===== config.mk =====
export PLATFORM = sky130hd
export DESIGN_NAME = dmem_arbiter
export DESIGN_NICKNAME = d
export VERILOG_FILES = /design/src/rtl/dmem_arbiter.sv
export SDC_FILE = /design/constraint.sdc
export NUM_CORES = 1
export LEC_CHECK = 0
export CAP_MARGIN = 20
export CORE_MARGIN = 2
export CORE_UTILIZATION = 25
export DETAILED_ROUTE_END_ITERATION = 8
export PLACE_DENSITY = 0.57
export RECOVER_POWER = 50
export SYNTH_ARGS = -nofsm -noshare
export SYNTH_HDL_FRONTEND = slang
export SYNTH_SLANG_ARGS = --single-unit

===== constraint.sdc =====
create_clock -name CLK -period 2 [get_ports CLK]
set_clock_uncertainty 0.05 [all_clocks]
set_input_delay 0.3 -clock CLK [delete_from_list [all_inputs] [get_ports CLK]]
set_output_delay 0.3 -clock CLK [all_outputs]
set_load 0.05 [all_outputs]

===== src/rtl/dmem_arbiter.sv =====
// rtl/dmem_arbiter.sv - two-requester arbiter for the data memory load/store port
module dmem_arbiter #(
    parameter int ADDR_W    = 32,
    parameter int DATA_W    = 32,
    parameter int HOST_PRIO = 0
) (
    input  logic              CLK,
    input  logic              RST,
    input  logic              c_req,
    input  logic              c_we,
    input  logic [ADDR_W-1:0] c_addr,
    input  logic [DATA_W-1:0] c_wdata,
    input  logic [2:0]        c_funct3,
    output logic              c_gnt,
    output logic              c_done,
    output logic [DATA_W-1:0] c_rdata,
    output logic              c_err,
    input  logic              h_req,
    input  logic              h_we,
    input  logic [ADDR_W-1:0] h_addr,
    input  logic [DATA_W-1:0] h_wdata,
    input  logic [2:0]        h_funct3,
    output logic              h_gnt,
    output logic              h_done,
    output logic [DATA_W-1:0] h_rdata,
    output logic              h_err,
    output logic [ADDR_W-1:0] mem_A,
    output logic [DATA_W-1:0] mem_WD,
    output logic              mem_WE,
    output logic [2:0]        mem_funct3,
    input  logic [DATA_W-1:0] mem_RD
);

    typedef enum logic [1:0] {
        S_IDLE   = 2'd0,
        S_ACCESS = 2'd1,
        S_RESP   = 2'd2
    } state_t;

    state_t            state;
    state_t            state_nx;
    logic              grant;
    logic              pick_host;
    logic              sel_we;
    logic [2:0]        sel_f3;
    logic              own_host;
    logic              last_host;
    logic              we_q;
    logic              err_q;
    logic [ADDR_W-1:0] addr_q;
    logic [DATA_W-1:0] wdata_q;
    logic [2:0]        f3_q;
    logic [DATA_W-1:0] c_rdata_q;
    logic [DATA_W-1:0] h_rdata_q;

    // Stores accept only byte/half/word; loads add the two unsigned forms.
    function automatic logic f3_legal(input logic we, input logic [2:0] f3);
        logic ok;
        case (f3)
            3'b000, 3'b001, 3'b010: ok = 1'b1;
            3'b100, 3'b101:         ok = ~we;
            default:                ok = 1'b0;
        endcase
        return ok;
    endfunction

    // Host wins if it is alone, if it has fixed priority, or if the core won last time.
    assign pick_host = h_req & (~c_req | (HOST_PRIO != 0) | ~last_host);
    assign sel_we    = pick_host ? h_we     : c_we;
    assign sel_f3    = pick_host ? h_funct3 : c_funct3;

    assign mem_A      = addr_q;
    assign mem_WD     = wdata_q;
    assign mem_funct3 = f3_q;
    assign c_rdata    = c_rdata_q;
    assign h_rdata    = h_rdata_q;
    assign c_err      = c_done & err_q;
    assign h_err      = h_done & err_q;

    // Next state, grants, done pulses and write enable; reset forces all strobes low.
    always_comb begin
        state_nx = state;
        grant    = 1'b0;
        c_gnt    = 1'b0;
        h_gnt    = 1'b0;
        c_done   = 1'b0;
        h_done   = 1'b0;
        mem_WE   = 1'b0;
        case (state)
            S_IDLE: begin
                if (c_req | h_req) begin
                    grant    = 1'b1;
                    c_gnt    = ~pick_host;
                    h_gnt    = pick_host;
                    state_nx = S_ACCESS;
                end
            end
            S_ACCESS: begin
                mem_WE   = we_q & ~err_q;
                state_nx = S_RESP;
            end
            S_RESP: begin
                c_done   = ~own_host;
                h_done   = own_host;
                state_nx = S_IDLE;
            end
            default: state_nx = S_IDLE;
        endcase
        if (RST) begin
            grant    = 1'b0;
            c_gnt    = 1'b0;
            h_gnt    = 1'b0;
            c_done   = 1'b0;
            h_done   = 1'b0;
            mem_WE   = 1'b0;
            state_nx = S_IDLE;
        end
    end

    // State register.
    always_ff @(posedge CLK) begin
        if (RST) state <= S_IDLE;
        else     state <= state_nx;
    end

    // Capture the winning request and remember who won for the next tie.
    always_ff @(posedge CLK) begin
        if (RST) begin
            own_host  <= 1'b0;
            last_host <= 1'b1;
            we_q      <= 1'b0;
            err_q     <= 1'b0;
            addr_q    <= '0;
            wdata_q   <= '0;
            f3_q      <= 3'b000;
        end else if (grant) begin
            own_host  <= pick_host;
            last_host <= pick_host;
            we_q      <= sel_we;
            err_q     <= ~f3_legal(sel_we, sel_f3);
            addr_q    <= pick_host ? h_addr  : c_addr;
            wdata_q   <= pick_host ? h_wdata : c_wdata;
            f3_q      <= sel_f3;
        end
    end

    // Load data is taken from the memory at the end of the access cycle.
    always_ff @(posedge CLK) begin
        if (RST) begin
            c_rdata_q <= '0;
            h_rdata_q <= '0;
        end else if (state == S_ACCESS && !we_q && !err_q) begin
            if (own_host) h_rdata_q <= mem_RD;
            else          c_rdata_q <= mem_RD;
        end
    end

endmodule


# Yosys cells after proc, flatten, opt, wreduce, memory -nomap -nowiden
# Index checks and enable logic that the tools add are counted.
# word_totals
regBits	137
latchBits	0
mem_bits_rw	0
mem_bits_ro	0
out_inout_bits	138
memories	0
# op_classes
n_addsub	0
n_mul	0
div_mod_pow	0
n_lt_le_gt_ge	0
n_eq_ne	7
shift	0
muxes	24
bitwise	13
n_reduce_logical	10
# op_table
op	count
$mux 32	2
$mux 1	18
$not 1->1	7
$eq 3x3->1 const B	2
$and 1x1->1	4
$pmux 2 s2	1
$reduce_and 2->1	2
$eq 3x1->1 const B	1
$eq 3x2->1 const B	1
$logic_not 3->1	1
$mux 3	1
$reduce_or 3->1	1
$eq 2x1->1 const B	1
$eq 2x2->1 const B	1
$logic_and 1x1->1	2
$logic_not 1->1	2
$logic_not 2->1	1
$mux 2	1
$ne 2x2->1 const B	1
$or 1x1->1	2
$pmux 1 s2	1
$reduce_or 2->1	1

# Depth between registers and ports, before layout
# Gate-level depths: netlist (run 1).
# depth
depth_word	10
ltp_mapped	5

# Least setup slack after synthesis (run 1)
# Ideal clock, no wire load.
# synth_path
path_kind	flip-flop to output port
start	register own_host
end	output port h_done
arrival_ps	1503
required_ps	1650
setup_slack_ps	147
path_stages_with_launch	4
cell_sequence	dfxtp_1 buf_1 clkbuf_1 and2_1
# synth_between
elab_chain_cells	2
# synth_rtl
item	line	text
start: declaration	46	logic own_host;
start signal: assignment	137	own_host <= pick_host;
$mux 1	89	case (state)
$mux 1	109	if (RST) begin
end: declaration	24	output logic h_done,
# Every way passes these cells.

# Worst setup path after layout (run 1)
# layout_path
start	register addr_q[14] (netlist: mem_A[14])
end	output port mem_A[14]
# layout_rtl
item	line	text
start: declaration	50	logic [ADDR_W-1:0] addr_q;
start signal: assignment	141	addr_q <= pick_host ? h_addr : c_addr;
end: declaration	27	output logic [ADDR_W-1:0] mem_A,
# No word-level cell between the ends.

==> key figures, run 1 <==
Run status
  • Status: complete, no violations

Finish
  • Layout cell share with drive strength beyond 1: 8.182%
  • Layout area overhead: 65.76%
  • Design area: 9771 um^2
  • Most common cell after layout, fill and taps aside: clkdlybuf4s50_1
  • Nets: 1,149
  • Diodes inserted: 0
  • Most frequent cells in the layout: clkdlybuf4s50_1 (283), dfxtp_1 (135), nand3_1 (128)

Critical path
  • Crit. End Element: primary output
  • Critical path peak fanout: 2
  • Worst reg2reg path depth: 5
  • Launch point of the worst reg-to-reg path: state[0]
  • CP top delay family: buffers and inverters
  • Reg-to-reg setup timing slack: 130 ps
  • CP max stage cell: clkdlybuf4s50_1
  • Critical Path RT: 1650 ps
  • CP Cell Sequence: clkdlybuf4s50_1
  • Worst Setup SP: mem_A[14]
  • Crit Path Class: reg2out
  • Crit Reg-Reg Endpoint: mem_WD[23]
  • CP arrival: 1610 ps
  • CP Launch Type: flop
  • CP peak stage delay: 820 ps
  • Crit path buf inv count: 1

Synthesis
  • Syn Nets: 885
  • Yosys reg bits: 137
  • Synth cell types: 34
  • Mapped Cells: 713
  • Ys Warns: 0
  • Number of flops mapped to enable cells by yosys: 0
  • Mean Syn Cell Area: 8.267 um^2
  • Mapped Area: 5894 um^2
  • Post-synthesis sequential area ratio: 46.53%
  • Synth area leader: dfxtp_1
  • Yosys top cell area share: 46.53%
  • Top_reg_cell synth: dfxtp_1
  • Top cells by area, synth: dfxtp_1 (47%), nand3_1 (11%), a31oi_1 (6.7%)
  • FFs w/ async S/R, synth: 0%

Timing
  • Unrepaired setup endpoints after global routing: false
  • Fin crit period: 1955 ps
  • Setup ws final: 44.78 ps
  • Setup TNS: 0 ps
  • Slew headroom: 24.44%
  • Final setup fails: 0
  • Max-slew violations: 0
  • Fmax: 0.5115 GHz
  • Final hold vios: 0
  • Period Utilization, post-route: 97.76%
  • Slew @ Worst Pin: 1133 ps

Detailed routing
  • Routed len/inst: 18.02 um
  • DRT Wirelength: 23,590 um
  • Iteration count of the initial detailed-routing pass: 5
  • Routed Antenna Nets: 0
  • DRC viols: 0
  • Vias: 6,678
  • Vias per cell: 5.102
  • Iteration-0 DRC Markers: 448

Hold path
  • Hold path endpoint: state[1]
  • Worst Hold Launch: RST
  • WHS Path Cells: 2
  • Hold crit path type: in2reg

Clock tree
  • Reg clk slew, reported paths: 70 ps
  • Bufs on Longest Clock Path: 2
  • Total CTS buffers: 17
  • Clock Latency Late Sink: 410 ps
  • H-tree levels: 4
  • CTS Sinks: 137
  • CTS tree: yes
  • Clock Root Buffer: clkbuf_16

Pwr
  • LEAKAGE: 3.182 nW
  • Power Dens Cells: 814.5 nW/um^2
  • Peak supply drop: 0.0004236 V

Die
  • Initial Utilization: 25.26%
  • Core Area: 23,330 um^2
  • Top Ports: 310
  • Die Area: 24,820 um^2
  • Num rows: 56
  • Vert. Die Dim: 157.6 um
  • Chip width: 157.6 um

Global route
  • Largest net degree at the start of global routing: 97
  • Number of global-route vias before repair: 6,252
  • Antenna violations before repair: 0
  • First-pass GRT wire length: 34,930 um
  • Global Route Usage Sum: 17.87%
  • Total congestion overflow: 0

Job
  • Total of max-cap violations: 0

Placement
  • PortBufs: 309
  • Dpl hpwl: 15,350 um
  • GPL Wtd Cong: 0.8199
  • Placement Cell Area: 9349 um^2
  • Post-place setup slack: 135.5 ps
-- synth_stat cells (3+ instances only) --
master and number:
buf_6 7, inv_1 4, nand3_1 128, o21ai_0 69
dfxtp_1 137, mux2i_1 4, o2bb2ai_1 4, and2_1 3
buf_1 4, clkbuf_1 49, nand4_1 63, o21ai_1 46
a31oi_1 63, buf_2 24, nand2_1 3, a21oi_1 65
clkbuf_2 6, nor2_1 3, o21ai_2 14
-- cell families (layout without fill, tap and decap cells) --
| logic type | Yosys count | after routing | synth area share, % |
|---|---|---|---|
| flops | 137 | 137 | 46.53 |
| buf+inv | 94 | 371 | 7.514 |
| compound gates | 267 | 267 | 25.58 |
| mux | 4 | 4 | 0.6793 |
| simple gates | 211 | 211 | 19.70 |
-- worst reg2reg max path: cells and delay by family, from the launching register on --
family / cells / cell delay (ps)
flops: 1 / 310
simple gates: 1 / 440
buf+inv: 2 / 460
compound gates: 2 / 440
-- layout make-up --
cell class | instances | area, um^2
Clock inverter | 15 | 127.6
Multi-Input combinational cell | 482 | 2714
Clock buffer | 17 | 425.4
Fill cell | 2394 | 13560
Sequential cell | 137 | 2745
Timing Repair Buffer | 335 | 3344
Inverter | 4 | 15.01
Tap cell | 319 | 399.1
-- state kept, by name, summed over array words and instances, names as in the netlist --
name / cells
c_rdata: 32
own_host: 1
we_q: 1
state: 2
mem_funct3: 3
h_rdata: 32
last_host: 1
mem_A: 32
mem_WD: 32
err_q: 1
-- how the worst max path moves through the flow --
stage | end | cells past startpoint | slack, ps
6_report | mem_A[14] | 1 | 40
5_1_grt | mem_A[14] | 1 | 2
4_1_cts | c_rdata[0] | 1 | 6
3_5_place_dp | mem_A[2] | 6 | 140
3_3_place_gp | h_rdata[31] | 4 | 180
2_1_floorplan | h_done | 3 | 150
-- layer usage --
| metal | share of wire, % | vias to the layer above | GRT usage [%] |
|---|---|---|---|
| li1 | - | 3217 | - |
| met1 | 43 | 3146 | 23.01 |
| met2 | 46 | 293 | 28.05 |
| met3 | 9.0 | 22 | 6.911 |
| met4 | 1.5 | 0 | 4.459 |
| met5 | 0 | - | 0 |
-- power breakdown --
group | internal (mW) | switching [mW] | total [mW]
logic | 0.747 | 1.20 | 1.94
clock network | 1.64 | 1.40 | 3.04
registers | 2.89 | 0.0897 | 2.98
-- per-stage QoR --
stage | util, % | power [mW] | instances | hold WS [ps]
6_report | 41.88 | 7.959 | 1309 | 94.83
3_5_place_dp | 40.07 | 5.041 | 1275 | 409.5
3_3_place_gp | 40.07 | 5.041 | 1275 | 397.1
4_1_cts | 42.54 | 8.134 | 1309 | 74.50
5_1_grt | 41.88 | 8.308 | 1309 | 81.03
2_1_floorplan | - | 4.143 | 713 | 333.5
-- what timing repair did --
action	in CTS	in global routing
hold endpoints to repair	0	0
hold buffers	0	0
pin swaps	2	0
setup buffers	2	0
endpoints found under the setup margin	9	11
gates resized for setup	9	11
Note: power is estimated with default switching activity, not from simulation.
==> run 2, diff against run 1 <==
--- a/config.mk
+++ b/config.mk
@@ -6,9 +6,9 @@
 export NUM_CORES = 1
 export LEC_CHECK = 0
+export ABC_CLOCK_PERIOD_IN_PS = 2000
 export CAP_MARGIN = 20
 export CORE_MARGIN = 2
 export CORE_UTILIZATION = 25
 export DETAILED_ROUTE_END_ITERATION = 8
-export PLACE_DENSITY = 0.57
 export RECOVER_POWER = 50
 export SYNTH_ARGS = -nofsm -noshare
==> constraint.sdc (replaced) <==
create_clock -name CLK -period 2 [get_ports CLK]
set_clock_uncertainty 0.05 [all_clocks]
set_input_delay 0.3 -clock CLK [delete_from_list [all_inputs] [get_ports CLK]]
set_output_delay 0.3 -clock CLK [all_outputs]
set_load 0.1 [all_outputs]
==> run 2 against run 1 <==
Net effect:
- cell count is essentially flat
- critical endpoint is now h_done
- register-to-register slack gained 70 ps
- largest power group unchanged
- combinational power grew 24%
==> key figures, run 2 (same netlist as run 1, synthesis figures left out) <==
Critical path
  • CP max stage cell: dfxtp_4
  • Launch point of the worst reg-to-reg path: we_q
  • CP top delay family: flip-flops
  • Crit Reg-Reg Endpoint: h_rdata[31]
  • Crit. End Element: primary output
  • Crit path buf inv count: 2 (+1)
  • Critical path peak fanout: 8 (+6)
  • CP Cell Sequence: nor3b_4 -> buf_4 -> and2_2 -> buf_12
  • Crit Path Class: reg2out
  • CP Launch Type: flop
  • CP arrival: 1520 ps (-90 ps)
  • Critical Path RT: 1650 ps (about the same)
  • Reg-to-reg setup timing slack: 200 ps (+70 ps)
  • CP peak stage delay: 410 ps (-410 ps)
  • Worst reg2reg path depth: 4 (-1)

Detailed routing
  • Iteration count of the initial detailed-routing pass: 5 (unchanged)
  • Iteration-0 DRC Markers: 491 (+9.6%)
  • Routed len/inst: 17.45 um (-3.2%)
  • Met3 Wirelength: 1939 um (-8.7%)
  • Routed Antenna Nets: 0 (unchanged)
  • Vias: 6,687 (+0.13%)
  • Uppermost layer routed: met4
  • Metal2 WL: 10,380 um (-4.6%)
  • Vias per cell: 5.112 (+0.21%)
  • DRT Wirelength: 22,830 um (-3.2%)
  • DRC viols: 0 (unchanged)
  • WL met1: 10,120 um (-1.1%)

Clock tree
  • CTS tree: yes
  • H-tree levels: 4 (unchanged)
  • Reg clk slew, reported paths: 60 ps (about the same)
  • Total CTS buffers: 17 (unchanged)
  • Clock Root Buffer: clkbuf_16
  • Bufs on Longest Clock Path: 2 (unchanged)
  • Hold Buf Count CTS: 0 (unchanged)
  • Clock Latency Late Sink: 420 ps (about the same)
  • CTS Sinks: 137 (unchanged)

Finish
  • Fill count: 2,449 (+2.3%)
  • Nets: 1,148 (-0.087%)
  • Multi-input gate area: 2768 um^2 (+2.0%)
  • Register Area: 2749 um^2 (+0.14%)
  • Most frequent cells in the layout: clkdlybuf4s50_1 (168), dfxtp_1 (134), clkbuf_2 (131)
  • Layout area overhead: 58.31%
  • Design area: 9331 um^2 (-4.5%)
  • Layout cell share with drive strength beyond 1: 23.05% (+15 points)
  • Final instance count without filler cells: 1,308 (-0.076%)
  • Diodes inserted: 0 (unchanged)
  • Most common cell after layout, fill and taps aside: clkdlybuf4s50_1

Die
  • Core Area: 23,330 um^2 (unchanged)
  • Vert. Die Dim: 157.6 um (unchanged)
  • Top Ports: 310 (unchanged)
  • Num rows: 56 (unchanged)
  • Initial Utilization: 25.26% (unchanged)
  • Chip width: 157.6 um (unchanged)
  • Die Area: 24,820 um^2 (unchanged)

Pwr
  • Net Sw Frac: 36.72% (+2.9 points)
  • LEAKAGE: 3.390 nW (+6.5%)
  • Final Power: 8.733 mW (+9.7%)
  • Peak supply drop: 0.0004887 V (+15%)
  • Clock power share: 38.3% (about the same)
  • Power Dens Cells: 935.8 nW/um^2 (+15%)
  • Comb power frac: 27.6% (+3.2 points)
  • Sw Pwr: 3.207 mW (+19%)
  • Pint: 5.526 mW (+4.8%)
  • Sequential share of power: 34.1% (-3.3 points)

Timing
  • Slew headroom: 33.56% (+9.1 points)
  • Fmax: 0.5335 GHz (+4.3%)
  • Slew @ Worst Pin: 996.6 ps (-136.8 ps)
  • Period Utilization, post-route: 93.72% (-4.0 points)
  • Unrepaired setup endpoints after global routing: false
  • Fin crit period: 1874 ps (-80.72 ps)
  • Setup ws final: 125.5 ps (+80.72 ps)
  • Final hold vios: 0 (unchanged)
  • Max-slew violations: 0 (unchanged)
  • Final setup fails: 0 (unchanged)

Placement
  • GPL Wtd Cong: 0.7635 (-6.9%)
  • PortBufs: 309 (unchanged)
  • Placed Cells incl. Taps: 1,275 (unchanged)
  • Placement Cell Area: 9007 um^2 (-3.7%)
  • Post-place setup slack: 111.7 ps (-23.81 ps)
  • Dpl hpwl: 15,230 um (-0.83%)

Global route
  • First-pass GRT wire length: 34,340 um (-1.7%)
  • Largest net degree at the start of global routing: 88 (-9.3%)
  • Global Route Usage Sum: 17.58% (-0.29 points)
  • Number of global-route vias before repair: 6,263 (+0.18%)
  • Antenna violations before repair: 0 (unchanged)
  • Total congestion overflow: 0 (unchanged)

Job
  • Total of max-cap violations: 0 (unchanged)

Hold path
  • Worst Hold Launch: RST
  • Hold path endpoint: state[1]
  • WHS Path Cells: 2 (unchanged)
  • Hold crit path type: in2reg

Run status
  • Status: complete, no violations
[run 2: cell count changes in the layout (fill, tap and decap cells not counted), sizes merged]
cell	previous run	this run
clkinv	2	5
clkinvlp	3	1
bufinv	0	3
buf	31	33
clkbuf	34	150
inv	14	9
dlygate4sd3	0	1
clkdlybuf4s50	283	168
dlygate4sd2	4	0
[run 2: what timing repair did]
action / in CTS / in global routing
setup buffers: 1 / 0
resized for setup: 4 / 9
pin swaps: 1 / 0
endpoints found under the setup margin: 6 / 6
[run 2: area by class of cell]
| cell class | count | area share, % |
|---|---|---|
| inverters | 4 | 0.1609 |
| flip-flops and latches | 137 | 29.46 |
| multi-input cells | 482 | 29.66 |
| repair buffers | 334 | 29.83 |
| well taps | 319 | 4.277 |
| clock buffers | 18 | 4.599 |
| clock inverters | 14 | 2.011 |
[run 2: power by group through the flow]
stage | Sequential (mW) | Combinational, mW | Clock, mW
floorplan | 4.07 | 0.629 | 0
global placement | 3.04 | 2.50 | 0
detailed placement | 3.04 | 2.50 | 0
CTS | 2.98 | 2.51 | 3.45
global route | 3.00 | 2.52 | 3.57
finish | 2.98 | 2.41 | 3.34
[run 2: worst max path at each step]
stage | from | to | cells past startpoint
after global routing | state[0] | c_gnt | 4
after detailed placement | h_req | mem_A[21] | 5
after global placement | h_req | mem_A[17] | 6
after CTS | state[1] | c_err | 4
after floorplan | own_host | c_err | 3
final | state[1] | h_done | 4
[run 2: per-layer routing]
metal  vias to the layer above  global-route usage (%)
met4                         0                   5.671
met5                         -                       0
met1                      3174                   22.52
met3                        21                   6.057
met2                       269                   27.68
li1                       3223                       -
[run 2: metrics by stage]
step | hold WS (ps) | utilization [%] | TNS [ps]
after floorplan | 333.5 | - | -846.5
after global placement | 400.2 | 38.60 | 0
after global routing | 94.62 | 39.99 | 0
final | 95.48 | 39.99 | 0
after CTS | 78.30 | 41.32 | 0
after detailed placement | 402.1 | 38.60 | 0
==> run 3, diff against run 2 <==
- CORE_UTILIZATION: 25 -> 40
- PLACE_DENSITY: unset -> 0.81
==> run 3 against run 2 <==
Net effect:
- total power down 2.7%
- critical path depth unchanged
- combinational power rose by 4%
- critical path type unchanged
- critical endpoint is now c_gnt
- largest power group unchanged
==> key figures, run 3 (same netlist as run 1, synthesis figures left out) <==
Run status
  • Status: complete, no violations

Critical path
  • CP Launch Type: flop
  • CP endpoint: c_gnt
  • Worst Setup SP: state[1]
  • CP arrival: 1620 ps (+100 ps)
  • Crit. End Element: primary output
  • Worst reg2reg path depth: 5 (+1)
  • Critical Path RT: 1650 ps (about the same)
  • Launch point of the worst reg-to-reg path: state[0]
  • Crit Reg-Reg Endpoint: mem_WD[1]
  • Reg-to-reg setup timing slack: 240 ps (+40 ps)
  • Critical path peak fanout: 5 (-3)
  • Crit Path Class: reg2out

Die
  • Initial Utilization: 40.71% (+15 points)
  • Die Area: 15,720 um^2 (-37%)
  • Top Ports: 310 (unchanged)
  • Num rows: 44 (-21%)
  • Core Area: 14,480 um^2 (-38%)
  • Chip width: 125.4 um (-20%)
  • Vert. Die Dim: 125.4 um (-20%)

Global route
  • First-pass GRT wire length: 33,040 um (-3.8%)
  • Largest net degree at the start of global routing: 106 (+20%)
  • Number of global-route vias before repair: 6,335 (+1.1%)
  • Global Route Usage Sum: 25.87% (+8.3 points)
  • Antenna violations before repair: 0 (unchanged)
  • Total congestion overflow: 0 (unchanged)

Finish
  • Register Area: 2748 um^2 (about the same)
  • Fill count: 1,252 (-49%)
  • Most common cell after layout, fill and taps aside: clkdlybuf4s50_1
  • Layout cell share with drive strength beyond 1: 23.19% (+0.13 points)
  • Multi-input gate area: 2780 um^2 (+0.45%)
  • Design area: 9477 um^2 (+1.6%)
  • Layout area overhead: 60.77%
  • Final instance count without filler cells: 1,176 (-10%)
  • Most frequent cells in the layout: clkdlybuf4s50_1 (169), buf_4 (152), dfxtp_1 (135)
  • Nets: 1,152 (+0.35%)
  • Diodes inserted: 0 (unchanged)
  • Final core utilization: 65.45% (+25 points)

Timing
  • Fmax: 0.5080 GHz (-4.8%)
  • Unrepaired setup endpoints after global routing: true
  • Hold WS: 96.56 ps (+1.080 ps)
  • Final setup fails: 0 (unchanged)
  • Max-slew violations: 0 (unchanged)
  • Slew @ Worst Pin: 838.2 ps (-158.4 ps)
  • Fin crit period: 1968 ps (+93.93 ps)
  • Final hold vios: 0 (unchanged)
  • Period Utilization, post-route: 98.42% (+4.7 points)
  • Setup ws final: 31.57 ps (-93.93 ps)
  • Setup TNS: 0 ps (unchanged)
  • Slew headroom: 44.12% (+11 points)

Clock tree
  • CTS tree: yes
  • Total CTS buffers: 17 (unchanged)
  • Bufs on Longest Clock Path: 2 (unchanged)
  • Clock Latency Late Sink: 410 ps (about the same)
  • H-tree levels: 4 (unchanged)
  • Hold Buf Count CTS: 0 (unchanged)
  • Clock Root Buffer: clkbuf_16
  • Reg clk slew, reported paths: 50 ps (about the same)
  • CTS Sinks: 137 (unchanged)

Detailed routing
  • Iteration-0 DRC Markers: 502 (+2.2%)
  • Routed Antenna Nets: 0 (unchanged)
  • Vias: 6,782 (+1.4%)
  • DRC viols: 0 (unchanged)
  • DRT Wirelength: 21,270 um (-6.9%)
  • Vias per cell: 5.767 (+13%)
  • Routed len/inst: 18.08 um (+3.6%)
  • Iteration count of the initial detailed-routing pass: 5 (unchanged)

Placement
  • Post-place setup slack: 197.4 ps (+85.72 ps)
  • GPL Wtd Cong: 0.8832 (+16%)
  • PortBufs: 309 (unchanged)
  • Dpl hpwl: 14,510 um (-4.7%)
  • Placement Cell Area: 8856 um^2 (-1.7%)
  • Placed Cells incl. Taps: 1,144 (-10%)

Pwr
  • Final Power: 8.497 mW (-2.7%)
  • Peak supply drop: 0.0005704 V (+17%)
  • LEAKAGE: 3.501 nW (+3.3%)
  • Power Dens Cells: 896.7 nW/um^2 (-4.2%)

Job
  • Total of max-cap violations: 0 (unchanged)

Hold path
  • Hold crit path type: in2reg
[run 3: cell types whose count changed in the layout (fill, tap and decap cells not counted), sizes merged]
cell and change:
clkdlybuf4s50 +1, clkinvlp -1, clkinv +2, clkbuf -128
buf +136, bufinv -1, inv -5, dlygate4sd3 -1
[run 3: layout make-up]
cell class / count / share of cell area [%]
Clock buffer: 22 / 4.898
Sequential cell: 137 / 28.99
Tap cell: 184 / 2.429
Timing Repair Buffer: 338 / 33.14
Inverter: 4 / 0.1584
Multi-Input combinational cell: 482 / 29.34
Clock inverter: 9 / 1.043
[run 3: power by group]
part           leakage [nW]  internal [mW]  switching [mW]
clock                 0.283           1.88            1.14
sequential             1.12           2.89          0.0912
combinational          2.10          0.734            1.76
total                  3.50           5.51            2.99
[run 3: how the worst min path moves through the flow]
stage / start / end / slack [ps] / depth (start not counted)
after global routing: RST / state[1] / 100 / 2
after floorplan: RST / state[1] / 330 / 1
after global placement: c_rdata[16] / c_rdata[16] / 400 / 2
final: RST / state[1] / 100 / 2
after detailed placement: c_rdata[5] / c_rdata[5] / 410 / 2
after CTS: RST / state[1] / 80 / 2
[run 3: repair_timing]
action | CTS | global route
pin swaps | 1 | 3
setup buffers | 0 | 1
endpoints found under the setup margin | 6 | 7
resized for setup | 5 | 10
[run 3: metal layers]
layer  GRT usage [%]  vias up  wire, um  part of all wire [%]
li1                -     3223         -                     -
met1           30.65     3136      8138                    38
met2           43.25      371     10480                    49
met3           7.617       52      1903                   8.9
met4           11.96        0       748                   3.5
met5               0        -         0                     0
[run 3: critical path: stages (launching register included)]
cell and delay [ps]:
dfxtp_4 360, buf_6 130, nor3_4 280, and3_4 260, buf_12 180
